`src/rtl/alu_sequencer.sv`:
```
`default_nettype none
// ============================================================================
// Module      : alu_sequencer
// Description : Command FIFO feeding a four-state sequencer.
//               The sequencer runs each command through an external
//               combinational ALU, and updates an 8-bit accumulator and a
//               carry flag. It then hands the result to a consumer using a
//               valid/ready handshake.
// Revision    : 1.0  initial release
// ============================================================================
module alu_sequencer #(
    parameter int FIFO_DEPTH = 4
) (
    input  logic       clk,
    input  logic       reset,
    input  logic       cmd_valid,
    output logic       cmd_ready,
    input  logic [3:0] cmd_op,
    input  logic [7:0] cmd_operand,
    output logic [3:0] alu_inst,
    output logic [7:0] alu_a,
    output logic [7:0] alu_b,
    input  logic [8:0] alu_ans,
    output logic       res_valid,
    input  logic       res_ready,
    output logic [7:0] res_data,
    output logic       res_carry,
    output logic       res_err,
    output logic       busy
);

    // ------------------------------------------------------------------------
    // Constants
    // ------------------------------------------------------------------------
    localparam int                 c_PTR_W    = (FIFO_DEPTH > 1) ? $clog2(FIFO_DEPTH) : 1;
    localparam logic [c_PTR_W-1:0] c_PTR_ONE  = c_PTR_W'(1);
    localparam logic [c_PTR_W:0]   c_CNT_ONE  = (c_PTR_W + 1)'(1);
    localparam logic [c_PTR_W:0]   c_CNT_FULL = (c_PTR_W + 1)'(FIFO_DEPTH);
    localparam logic [3:0]         c_OP_NOP   = 4'd8;
    localparam logic [3:0]         c_OP_CLR   = 4'd9;

    typedef enum logic [1:0] {
        S_IDLE = 2'd0,
        S_EXEC = 2'd1,
        S_WB   = 2'd2,
        S_HOLD = 2'd3
    } state_t;

    // ------------------------------------------------------------------------
    // Declarations
    // ------------------------------------------------------------------------
    state_t             r_state;
    state_t             w_state_nxt;

    logic [11:0]        r_mem [FIFO_DEPTH];
    logic [c_PTR_W-1:0] r_wr_ptr;
    logic [c_PTR_W-1:0] r_rd_ptr;
    logic [c_PTR_W:0]   r_count;

    logic               w_full;
    logic               w_empty;
    logic               w_push;
    logic               w_pop;

    logic [3:0]         r_op;
    logic [7:0]         r_operand;
    logic [8:0]         r_ans;
    logic [7:0]         r_acc;
    logic               r_carry;
    logic [7:0]         r_res_data;
    logic               r_res_carry;
    logic               r_res_err;

    logic [7:0]         w_acc_nxt;
    logic               w_carry_nxt;
    logic               w_err_nxt;

    // ------------------------------------------------------------------------
    // FIFO status and handshakes
    // ------------------------------------------------------------------------
    assign w_full  = (r_count == c_CNT_FULL);
    assign w_empty = (r_count == '0);

    // A full FIFO refuses a push even if a pop happens in the same cycle.
    assign cmd_ready = !w_full && !reset;
    assign w_push    = cmd_valid && cmd_ready;
    assign w_pop     = (r_state == S_IDLE) && !w_empty;

    // Command storage. Stale contents are harmless because the pointers and
    // the count define which entries are valid.
    always_ff @(posedge clk) begin
        if (w_push) begin
            r_mem[r_wr_ptr] <= {cmd_op, cmd_operand};
        end
    end

    // FIFO pointers and occupancy. Pointers wrap naturally because the depth
    // is a power of two.
    always_ff @(posedge clk) begin
        if (reset) begin
            r_wr_ptr <= '0;
            r_rd_ptr <= '0;
            r_count  <= '0;
        end else begin
            if (w_push) begin
                r_wr_ptr <= r_wr_ptr + c_PTR_ONE;
            end
            if (w_pop) begin
                r_rd_ptr <= r_rd_ptr + c_PTR_ONE;
            end
            case ({w_push, w_pop})
                2'b10:   r_count <= r_count + c_CNT_ONE;
                2'b01:   r_count <= r_count - c_CNT_ONE;
                default: r_count <= r_count;
            endcase
        end
    end

    // ------------------------------------------------------------------------
    // Sequencer FSM
    // ------------------------------------------------------------------------
    // State register
    always_ff @(posedge clk) begin
        if (reset) begin
            r_state <= S_IDLE;
        end else begin
            r_state <= w_state_nxt;
        end
    end

    // Next-state logic: each command visits every state once, so a stream of
    // commands with the consumer always ready retires one every four cycles.
    always_comb begin
        w_state_nxt = r_state;
        case (r_state)
            S_IDLE: begin
                if (!w_empty) begin
                    w_state_nxt = S_EXEC;
                end
            end
            S_EXEC:  w_state_nxt = S_WB;
            S_WB:    w_state_nxt = S_HOLD;
            S_HOLD: begin
                if (res_ready) begin
                    w_state_nxt = S_IDLE;
                end
            end
            default: w_state_nxt = S_IDLE;
        endcase
    end

    // ------------------------------------------------------------------------
    // Result computation
    // ------------------------------------------------------------------------
    // Decide the new accumulator and flags from the opcode and the captured
    // ALU answer. A nop, or an illegal opcode, leaves the architectural state
    // untouched.
    always_comb begin
        w_acc_nxt   = r_acc;
        w_carry_nxt = r_carry;
        w_err_nxt   = 1'b0;
        case (r_op)
            c_OP_NOP: begin
                w_acc_nxt   = r_acc;
                w_carry_nxt = r_carry;
            end
            c_OP_CLR: begin
                w_acc_nxt   = 8'h00;
                w_carry_nxt = 1'b0;
            end
            4'd13, 4'd14, 4'd15: begin
                w_err_nxt = 1'b1;
            end
            default: begin
                w_acc_nxt   = r_ans[7:0];
                w_carry_nxt = r_ans[8];
            end
        endcase
    end

    // Datapath registers. The ALU answer is latched at the end of EXEC,
    // because the ALU inputs return to their idle values in WB.
    always_ff @(posedge clk) begin
        if (reset) begin
            r_op        <= 4'd0;
            r_operand   <= 8'h00;
            r_ans       <= 9'h000;
            r_acc       <= 8'h00;
            r_carry     <= 1'b0;
            r_res_data  <= 8'h00;
            r_res_carry <= 1'b0;
            r_res_err   <= 1'b0;
        end else begin
            if (w_pop) begin
                {r_op, r_operand} <= r_mem[r_rd_ptr];
            end
            if (r_state == S_EXEC) begin
                r_ans <= alu_ans;
            end
            if (r_state == S_WB) begin
                r_acc       <= w_acc_nxt;
                r_carry     <= w_carry_nxt;
                r_res_data  <= w_acc_nxt;
                r_res_carry <= w_carry_nxt;
                r_res_err   <= w_err_nxt;
            end
        end
    end

    // ------------------------------------------------------------------------
    // Outputs
    // ------------------------------------------------------------------------
    // ALU drive: the real command is presented only in EXEC. In every other
    // state the ALU sees a nop with a zero B operand.
    always_comb begin
        alu_inst = c_OP_NOP;
        alu_a    = r_acc;
        alu_b    = 8'h00;
        if (r_state == S_EXEC) begin
            alu_inst = r_op;
            alu_b    = r_operand;
        end
    end

    // The result registers change only in WB, so they are stable in HOLD.
    assign res_valid = (r_state == S_HOLD);
    assign res_data  = r_res_data;
    assign res_carry = r_res_carry;
    assign res_err   = r_res_err;
    assign busy      = (r_state != S_IDLE) || !w_empty;

endmodule
`default_nettype wire

```
`config.mk`:
```
export PLATFORM = sky130hd
export DESIGN_NAME = alu_sequencer
export DESIGN_NICKNAME = d
export VERILOG_FILES = /design/src/rtl/alu_sequencer.sv
export SDC_FILE = /design/constraint.sdc
export NUM_CORES = 1
export LEC_CHECK = 0
export ABC_AREA = 1
export BUFFER_PORTS_ARGS = -buffer_cell sky130_fd_sc_hd__buf_2
export CORE_MARGIN = 2
export CORE_UTILIZATION = 41
export DETAILED_ROUTE_END_ITERATION = 7
export GPL_TIMING_DRIVEN = 1
export HOLD_SLACK_MARGIN = 0.12
export PLACE_DENSITY = 0.73
export REMOVE_ABC_BUFFERS = 1
export SYNTH_ARGS = -nofsm -noshare
export SYNTH_HDL_FRONTEND = slang
export SYNTH_SLANG_ARGS = --single-unit
```
`constraint.sdc`:
```
create_clock -name clk -period 2.25 [get_ports clk]
set_input_delay 0.225 -clock clk [delete_from_list [all_inputs] [get_ports clk]]
set_output_delay 0.225 -clock clk [all_outputs]
set_load 0.005 [all_outputs]
```
---- Word-level counts from Yosys, hierarchy flattened ----
Memories as Yosys holds them, arrays and structs flattened. A register that Yosys moved wholly into a read port is not among the register bits.
Cells that the tools add are included.
storage, ports and cells
  register bits ........................... 28
  memories ................................ 1
  memory bits (writable) .................. 48
  output and inout bits ................... 33
  word-level logic and storage cells ...... 53
  input port bits ......................... 25
cells by class
  muxes and demuxes ....................... 11
  reduce and logical (&&, ||, !) cells .... 15
  bitwise operators ....................... 1
  equality and inequality tests ........... 13
  $add $sub $neg .......................... 4
memory list
  memory  depth  bits a word  rd ports  clocked after Yosys merged registers in  write ports  line  source
  r_mem   4      12           1         1                                        1            55    logic [11:0] r_mem [FIFO_DEPTH];
operators with widths
  cell                                                                      count
  4-bit == test (second input constant)                                     5
  8-bit case mux with 2 select lines                                        1
  8-bit 2-to-1 mux                                                          1
  2-bit case mux with 4 select lines                                        1
  2-bit == test (second input constant)                                     3
  3-bit case mux with 2 select lines                                        1
  2-bit by 1-bit adder with 2-bit output (second input constant)            2
  2-bit by 1-bit == test with 1-bit output (second input constant)          2
  2-bit 2-to-1 mux                                                          2
  4-bit 2-to-1 mux                                                          1
  2-bit AND reduction                                                       2
  2-bit nonzero test                                                        2
  4-bit OR reduction                                                        1
  3-bit by 1-bit adder with 3-bit output (second input constant)            1
  3-bit == test (second input constant)                                     1
  1-bit logical AND                                                         3
  1-bit logical NOT                                                         3
  3-bit logical NOT                                                         1
  1-bit 2-to-1 mux                                                          3
  3-bit OR reduction                                                        1
  3-bit by 1-bit subtractor with 3-bit output (second input constant)       1
  2-bit logical NOT                                                         1
  2-bit by 1-bit inequality test with 1-bit output (second input constant)  1
  2-bit inequality test (second input constant)                             1
  3 further kinds                                                           3

---- Logic depth before layout (Yosys ltp) ----
Gate-level depths: netlist (run 1).
  word-level depth ........................ 6
  depth in mapped cells ................... 13

---- Least setup slack after synthesis (run 1) ----
OpenSTA, ideal clock, no wires.
  path kind ............................... register to register
  start point ............................. register r_state[0]
  end point ............................... register r_count[2]
  cell stages (with the launch flop) ...... 13
  arrival time ............................ 1.755 ns
  library setup time ...................... 0.120 ns
  slack ................................... 0.375 ns
  path through ............................ dfxtp_1 > inv_1 > ha_1 > nand2_2 > inv_2 > buf_6 > ha_1 > inv_1 > fa_1 > nand2_1 > nand3_1 > o21ai_0 > a21oi_1
between the ends
  longest elaborated chain between the ends .. 4
RTL lines
  element                                                                           line  source
  from (decl)                                                                       52    state_t r_state;
  from (signal assigned)                                                            127   r_state <= w_state_nxt;
  2-bit logical NOT *                                                               87    assign w_pop = (r_state == S_IDLE) && !w_empty;
  1-bit logical AND *                                                               87
  via w_pop                                                                         63    logic w_pop;
  2-bit by 1-bit == test with 1-bit output / 2-bit == test (equally long branches)  111   case ({w_push, w_pop})
  3-bit case mux with 2 select lines / 2-bit nonzero test (equally long branches)   --
  to (signal assigned)                                                              112   2'b10: r_count <= r_count + c_CNT_ONE;
  to (signal assigned)                                                              113   2'b01: r_count <= r_count - c_CNT_ONE;
  to (signal assigned)                                                              114   default: r_count <= r_count;
  to (decl)                                                                         58    logic [c_PTR_W:0] r_count;
Mark *: on every way through the listed nets, which the timed path passes. The rest lies on a longest branch.
A chain may end at the register's enable or synchronous reset.

---- Final worst setup path (run 1) ----
  start point ............................. register r_state[0]
  end point ............................... register r_count[2]
between the ends
  longest elaborated chain between the ends .. 4
RTL lines
  element                                                                           line
  2-bit logical NOT *                                                               87
  1-bit logical AND *                                                               87
  2-bit by 1-bit == test with 1-bit output / 2-bit == test (equally long branches)  111
  3-bit case mux with 2 select lines / 2-bit nonzero test (equally long branches)   --
Every way passes the cells marked *; elsewhere a longest branch is shown, timed or not.

==> results of run 1 <==
## Yosys cell counts, drive strengths merged
| cell type | n |
|---|---|
| a31oi | 1 |
| nor2 | 115 |
| inv | 57 |
| fa | 1 |
| nand4 | 1 |
| edfxtp | 48 |
| o21ai | 52 |
| ha | 10 |
| nand2 | 60 |
| a21oi | 12 |
| nand3 | 11 |
| buf | 21 |
| dfxtp | 40 |
| clkbuf | 3 |
## state kept, by name, summed over array words and instances, names as in the netlist
signal and flops:
r_state 2, r_wr_ptr 2, r_mem 48, res_err 1
r_op 4, r_rd_ptr 2, res_data 8, res_carry 1
r_ans 9, r_operand 8, r_count 3
## cell usage in the layout, fill, tap and decap left out
cell and n:
clkinv_2 1, clkbuf_8 9, buf_2 57, inv_1 52, nand3_2 2, nand3_1 8, nor2_2 2, a21oi_1 12
nand2_1 58, clkinv_4 2, o21ai_1 10, nand3_4 1, ha_1 10, clkinvlp_2 1, fa_1 1, clkinvlp_4 1
dfxtp_1 40, clkbuf_1 1, edfxtp_1 48, nand2_2 1, nand2_4 1, a31oi_1 1, inv_2 5, dlygate4sd3_1 15
buf_4 9, nor2_1 113, o21ai_0 42, nand4_1 1
## layout make-up
class	count	area share, %
timing repair buffer	81	11.2
multi-input combinational	263	27.3
clock buffer	10	2.84
clock inverter	5	0.781
sequential	88	50.0
tap	111	3.09
inverter	57	4.77
## what timing repair did
action,4_1_cts,5_1_grt
endpoints found under the hold margin,51,0
hold buffers,15,0
buffers inserted,0,0
## kinds of logic after synthesis
family / Yosys count / share of synthesized area, %
simple gates: 187 / 19.5
flops: 88 / 58.0
buf+inv: 81 / 10.3
compound gates: 65 / 8.45
fa+ha+maj: 11 / 3.75
## layer usage
| layer | up-vias | share of wire [%] | track usage, % |
|---|---|---|---|
| li1 | 1489 | - | - |
| met1 | 1308 | 45 | 18.7 |
| met2 | 72 | 49 | 26.4 |
| met3 | 6 | 5.2 | 4.58 |
| met4 | 0 | 0.81 | 4.99 |
| met5 | - | 0 | 0 |
## power by group
part | leakage, nW | internal, mW | switching, mW
sequential | 0.765 | 1.96 | 0.160
clock | 0.0783 | 0.394 | 0.528
combinational | 1.21 | 0.580 | 0.938
total | 2.05 | 2.94 | 1.62
## per-stage QoR
| step | power (mW) | hold WS, ns | utilization, % | instance area (sq um) |
|---|---|---|---|---|
| detailed placement | 3.66 | 0.419 | 45.4 | 4180 |
| global route | 4.95 | 0.136 | 48.8 | 4490 |
| global placement | 3.60 | 0.420 | 45.4 | 4180 |
| CTS | 4.60 | 0.125 | 48.8 | 4490 |
| floorplan | 3.14 | 0.294 | - | 3680 |
| finish | 4.56 | 0.137 | 48.8 | 4490 |
## tightest hold or removal path, delay by kind of cell
kind,cells,cell delay [ns]
buf+inv,1,0.10
simple gates,2,0.13
## final timing paths
path,start,end,slack (ns),cells past startpoint
max reg2reg,r_state[0],r_count[2],0.36,11
max,r_state[0],r_count[2],0.36,11
min reg2reg,r_ans[8],r_ans[8],0.46,2
min,cmd_valid,r_wr_ptr[1],0.14,3
==> impl_metrics.yaml, run 1 <==
status:
  status: "finished clean"
timing:
  period_share_pct: 84.0
  fin_crit_ns: 1.89
  slew_headroom_pct: 65.8
  tightest_slew_ns: 0.513
  finalHoldViolations: 0
  setup_violations: 0
  fin_ws_ns: 0.360
  slew_violations: 0
  rsz0062_at_grt: "no"
  fmax_ghz: 0.529
  tns_ns: 0
  clock_skew_ns: 0.00619
placement:
  numPortBuffers: 57
  pre_cts_ws_ns: 0.360
  dpl.cell_count: 585
  dp_hpwl_um: 5020
  place.gp.congestion: 0.766
routing:
  ant_nets: 0
  drtIter0Drc: 104
  first_pass_iters: 4
  vias_per_cell: 4.67
  wirelength_um: 7420
  wl_per_cell_um: 12.1
  drc: 0
  vias: 2875
synthesis:
  synthTopCellsByArea: "edfxtp_1, dfxtp_1, nor2_1, nand2_1, o21ai_0"
  ys_seq_area_share_pct: 58.0
  syn_area_sq_mm: 0.00387
  synth_cells: 432
  synth_seq_cells: 88
  synth_warnings: 0
  synth_cell_type_count: 23
  yosysTopAreaCell: "edfxtp_1"
  syn_area_per_cell_sq_um: 8.95
  synth_top_cell_area_share_pct: 37.3
die:
  die_y_um: 101
  core_sq_mm: 0.00920
  ios: 58
  rows: 35
  start_util_pct: 42.0
  die_area_sq_mm: 0.0102
  fp.dieW_um: 101
setup_path:
  crit_slowest_cell: "fa_1"
  end_kind: "register"
  cpPeakStageDelay_ns: 0.38
  startpoint_type: "register"
  path_class: "reg2reg"
  crit_chain: "inv_1 -> ha_1 -> nand2_2 -> inv_2 -> ha_1 -> inv_1 -> fa_1 -> nand2_1 -> nand3_1 -> o21ai_0 -> a21oi_1"
  path_max_fanout: 4
  critPathTopFamily: "adder cells"
  arrival_ns: 2.13
  cp_num_buf_inv: 3
  required_ns: 2.49
global_routing:
  first_global_vias: 2742
  antenna_found_initial: 0
  gr-total-overflow: 0
  grt_max_degree: 40
  grt_pass1_wl_um: 12400
  grtUsageTotal_pct: 15.4
flow_run:
  drv_cap: 0
clocking:
  cts_root_buf: "clkbuf_8"
  clock_path_buffers: 2
  cts_inserted_buffers: 9
  htree_levels: 3
  clk_latency_ns: 0.35
  clkSinkCount: 88
  post_cts_resized: 0
  cts_tree: "built"
  path_clk_slew_ns: 0.08
power_and_ir_drop:
  p_leak_nw: 2.05
  powerDensity_mw_per_mm2: 1020
  ir_worst_vdd_v: 0.000511
min_path:
  hold_class: "in2reg"
cells_and_area:
  diodes: 0
  fillers: 877
  syn2layout_area_growth_pct: 16.1
  stdcell_count: 615
  final_net_count: 536
  multiInputGateArea_sq_mm: 0.00123
  seq_area_sq_mm: 0.00224
  drive_above_1_share_pct: 18.3
Power figures use the tool's default switching activity.
==> run 2, diff against run 1 <==
- PLACE_DENSITY: 0.73 -> 0.75
- clock period: 2.25 -> 1.7 ns (I/O delays scaled with it)
==> run 2 against run 1 <==
Compared with the run above: maximum frequency grew 11%; global-route usage fell by 0.11 points; sequential share of layout area shrank 2.8 points; power is 45% higher; non-clock buffer count up 20; die area did not move; worst hold slack improved by 0.0048 ns; sequential cell count unchanged; register-to-register slack got worse by 0.36 ns; count of clock-buffer cells in the layout down 1; critical endpoint unchanged.
==> impl_metrics.yaml, run 2 (synthesis results as in run 1) <==
status:
  status: "finished clean"
cells_and_area:
  regMostFlops: "r_mem"
  syn2layout_area_growth_pct: 23.2
  diodes: 0
  top_regs: "r_mem (48), r_ans (9)"
  mostFrequentLayoutCells: "nor2_1, buf_2, nand2_1"
  final_net_count: 556
  largest_reg_flops: 48
  mostFrequentLayoutCell: "nor2_1"
  drive_above_1_share_pct: 23.0
  finish.utilization_pct: 51.8
placement:
  pre_cts_ws_ns: -0.135
  place.gp.congestion: 0.828
  numPortBuffers: 57
  dp_hpwl_um: 5030
routing:
  drc: 0
  ant_nets: 0
  drtIter0Drc: 122
  vias_per_cell: 4.67
  first_pass_iters: 4
  wl_per_cell_um: 11.9
  wirelength_um: 7540
  vias: 2973
setup_path:
  r2r_cells: 11
  path_max_fanout: 3
  crit_start: "r_count[2]"
  startpoint_type: "register"
  rr_endpoint: "r_count[2]"
  end_kind: "register"
  r2r_start: "r_count[2]"
  reg2reg_slack_ns: 0.003
  arrival_ns: 1.95
  path_class: "reg2reg"
  required_ns: 1.95
clocking:
  cts_root_buf: "clkbuf_8"
  clk_latency_ns: 0.35
  path_clk_slew_ns: 0.09
  cts_inserted_buffers: 9
  clkSinkCount: 88
  htree_levels: 3
  clock_path_buffers: 2
  cts_tree: "built"
timing:
  setup_violations: 0
  fin_crit_ns: 1.70
  tightest_slew_ns: 0.404
  period_share_pct: 99.8
  slew_headroom_pct: 73.1
  finalHoldViolations: 0
  slew_violations: 0
  rsz0062_at_grt: "yes"
  clock_skew_ns: 0.00995
  fin_ws_ns: 0.00271
  fmax_ghz: 0.589
global_routing:
  antenna_found_initial: 0
  gr-total-overflow: 0
  grt_max_degree: 40
  first_global_vias: 2827
  grtUsageTotal_pct: 15.3
  grt_pass1_wl_um: 12400
power_and_ir_drop:
  powerDensity_mw_per_mm2: 1390
  finalPower_mw: 6.61
  p_leak_nw: 2.17
  ir_worst_vdd_v: 0.000435
min_path:
  hold_end: "r_ans[4]"
  whs_path_depth: 3
  hp-start: "alu_ans[4]"
  hold_class: "in2reg"
die:
  rows: 35
  die_area_sq_mm: 0.0102
  core_sq_mm: 0.00920
  die_y_um: 101
  ios: 58
  fp.dieW_um: 101
  start_util_pct: 42.0
flow_run:
  drv_cap: 0
==> run 2: cell count changes in the layout (fill, tap and decap cells not counted), moves of 2 or more <==
cell / previous run / this run
buf_4: 9 / 20
dlygate4sd3_1: 15 / 22
inv_1: 52 / 48
ha_1: 10 / 7
ha_4: 0 / 3
dfxtp_1: 40 / 38
dfxtp_2: 0 / 2
inv_2: 5 / 7
inv_4: 0 / 2
nand2_1: 58 / 56
==> run 2: timing repair <==
action | 4_1_cts | 5_1_grt
setup buffers | 0 | 4
pin swaps | 4 | 5
resized for setup | 13 | 9
hold endpoints to repair | 58 | 0
endpoints found under the setup margin | 1 | 11
hold buffers | 22 | 0
cloned | 0 | 1
==> run 2: metrics by stage <==
| stage | hold slack, ns | setup TNS (ns) | instance area (sq um) | cells |
|---|---|---|---|---|
| floorplan | 0.239 | -8.24 | 3680 | 408 |
| global placement | 0.364 | -0.0133 | 4240 | 593 |
| detailed placement | 0.375 | -0.135 | 4240 | 593 |
| CTS | 0.140 | 0 | 4700 | 631 |
| global route | 0.196 | -0.0755 | 4760 | 636 |
| finish | 0.142 | 0 | 4760 | 636 |
==> run 2: cell type report <==
| type | instances | area [sq um] |
|---|---|---|
| clock inverters | 7 | 80.1 |
| inverters | 57 | 219 |
| fillers | 846 | 4430 |
| clock buffers | 9 | 124 |
| multi-input cells | 263 | 1290 |
| flip-flops and latches | 88 | 2240 |
| well taps | 111 | 139 |
| repair buffers | 101 | 672 |
==> run 2: power breakdown <==
| part | internal, mW | switching (mW) | total, mW |
|---|---|---|---|
| clock network | 0.691 | 0.748 | 1.44 |
| logic | 0.992 | 1.40 | 2.39 |
| registers | 2.60 | 0.181 | 2.78 |
==> run 2: how the worst max path moves through the flow <==
| stage | to | slack, ns | cells after the start |
|---|---|---|---|
| 3_5_place_dp | r_count[2] | -0.14 | 11 |
| 5_1_grt | r_count[2] | -0.08 | 12 |
| 2_1_floorplan | r_count[2] | -0.23 | 11 |
| 6_report | r_count[2] | 0.003 | 11 |
| 3_3_place_gp | r_count[2] | -0.01 | 11 |
| 4_1_cts | alu_b[4] | 0.02 | 7 |
==> run 2: critical path: stages, from the launching register on <==
cell	delay, ns
dfxtp_1	0.38
inv_1	0.09
nand3_2	0.09
nand2_4	0.07
inv_4	0.06
ha_4	0.14
inv_4	0.04
fa_2	0.41
nand2_2	0.07
nand3_2	0.08
o21ai_2	0.11
a21oi_1	0.05
==> run 2: layer usage <==
| metal | up-vias | track usage (%) | wire (um) |
|---|---|---|---|
| met5 | - | 0 | 0 |
| met4 | 0 | 6.65 | 160 |
| met3 | 12 | 2.64 | 318 |
| met2 | 75 | 27.4 | 3700 |
| met1 | 1354 | 18.1 | 3360 |
| li1 | 1532 | - | - |
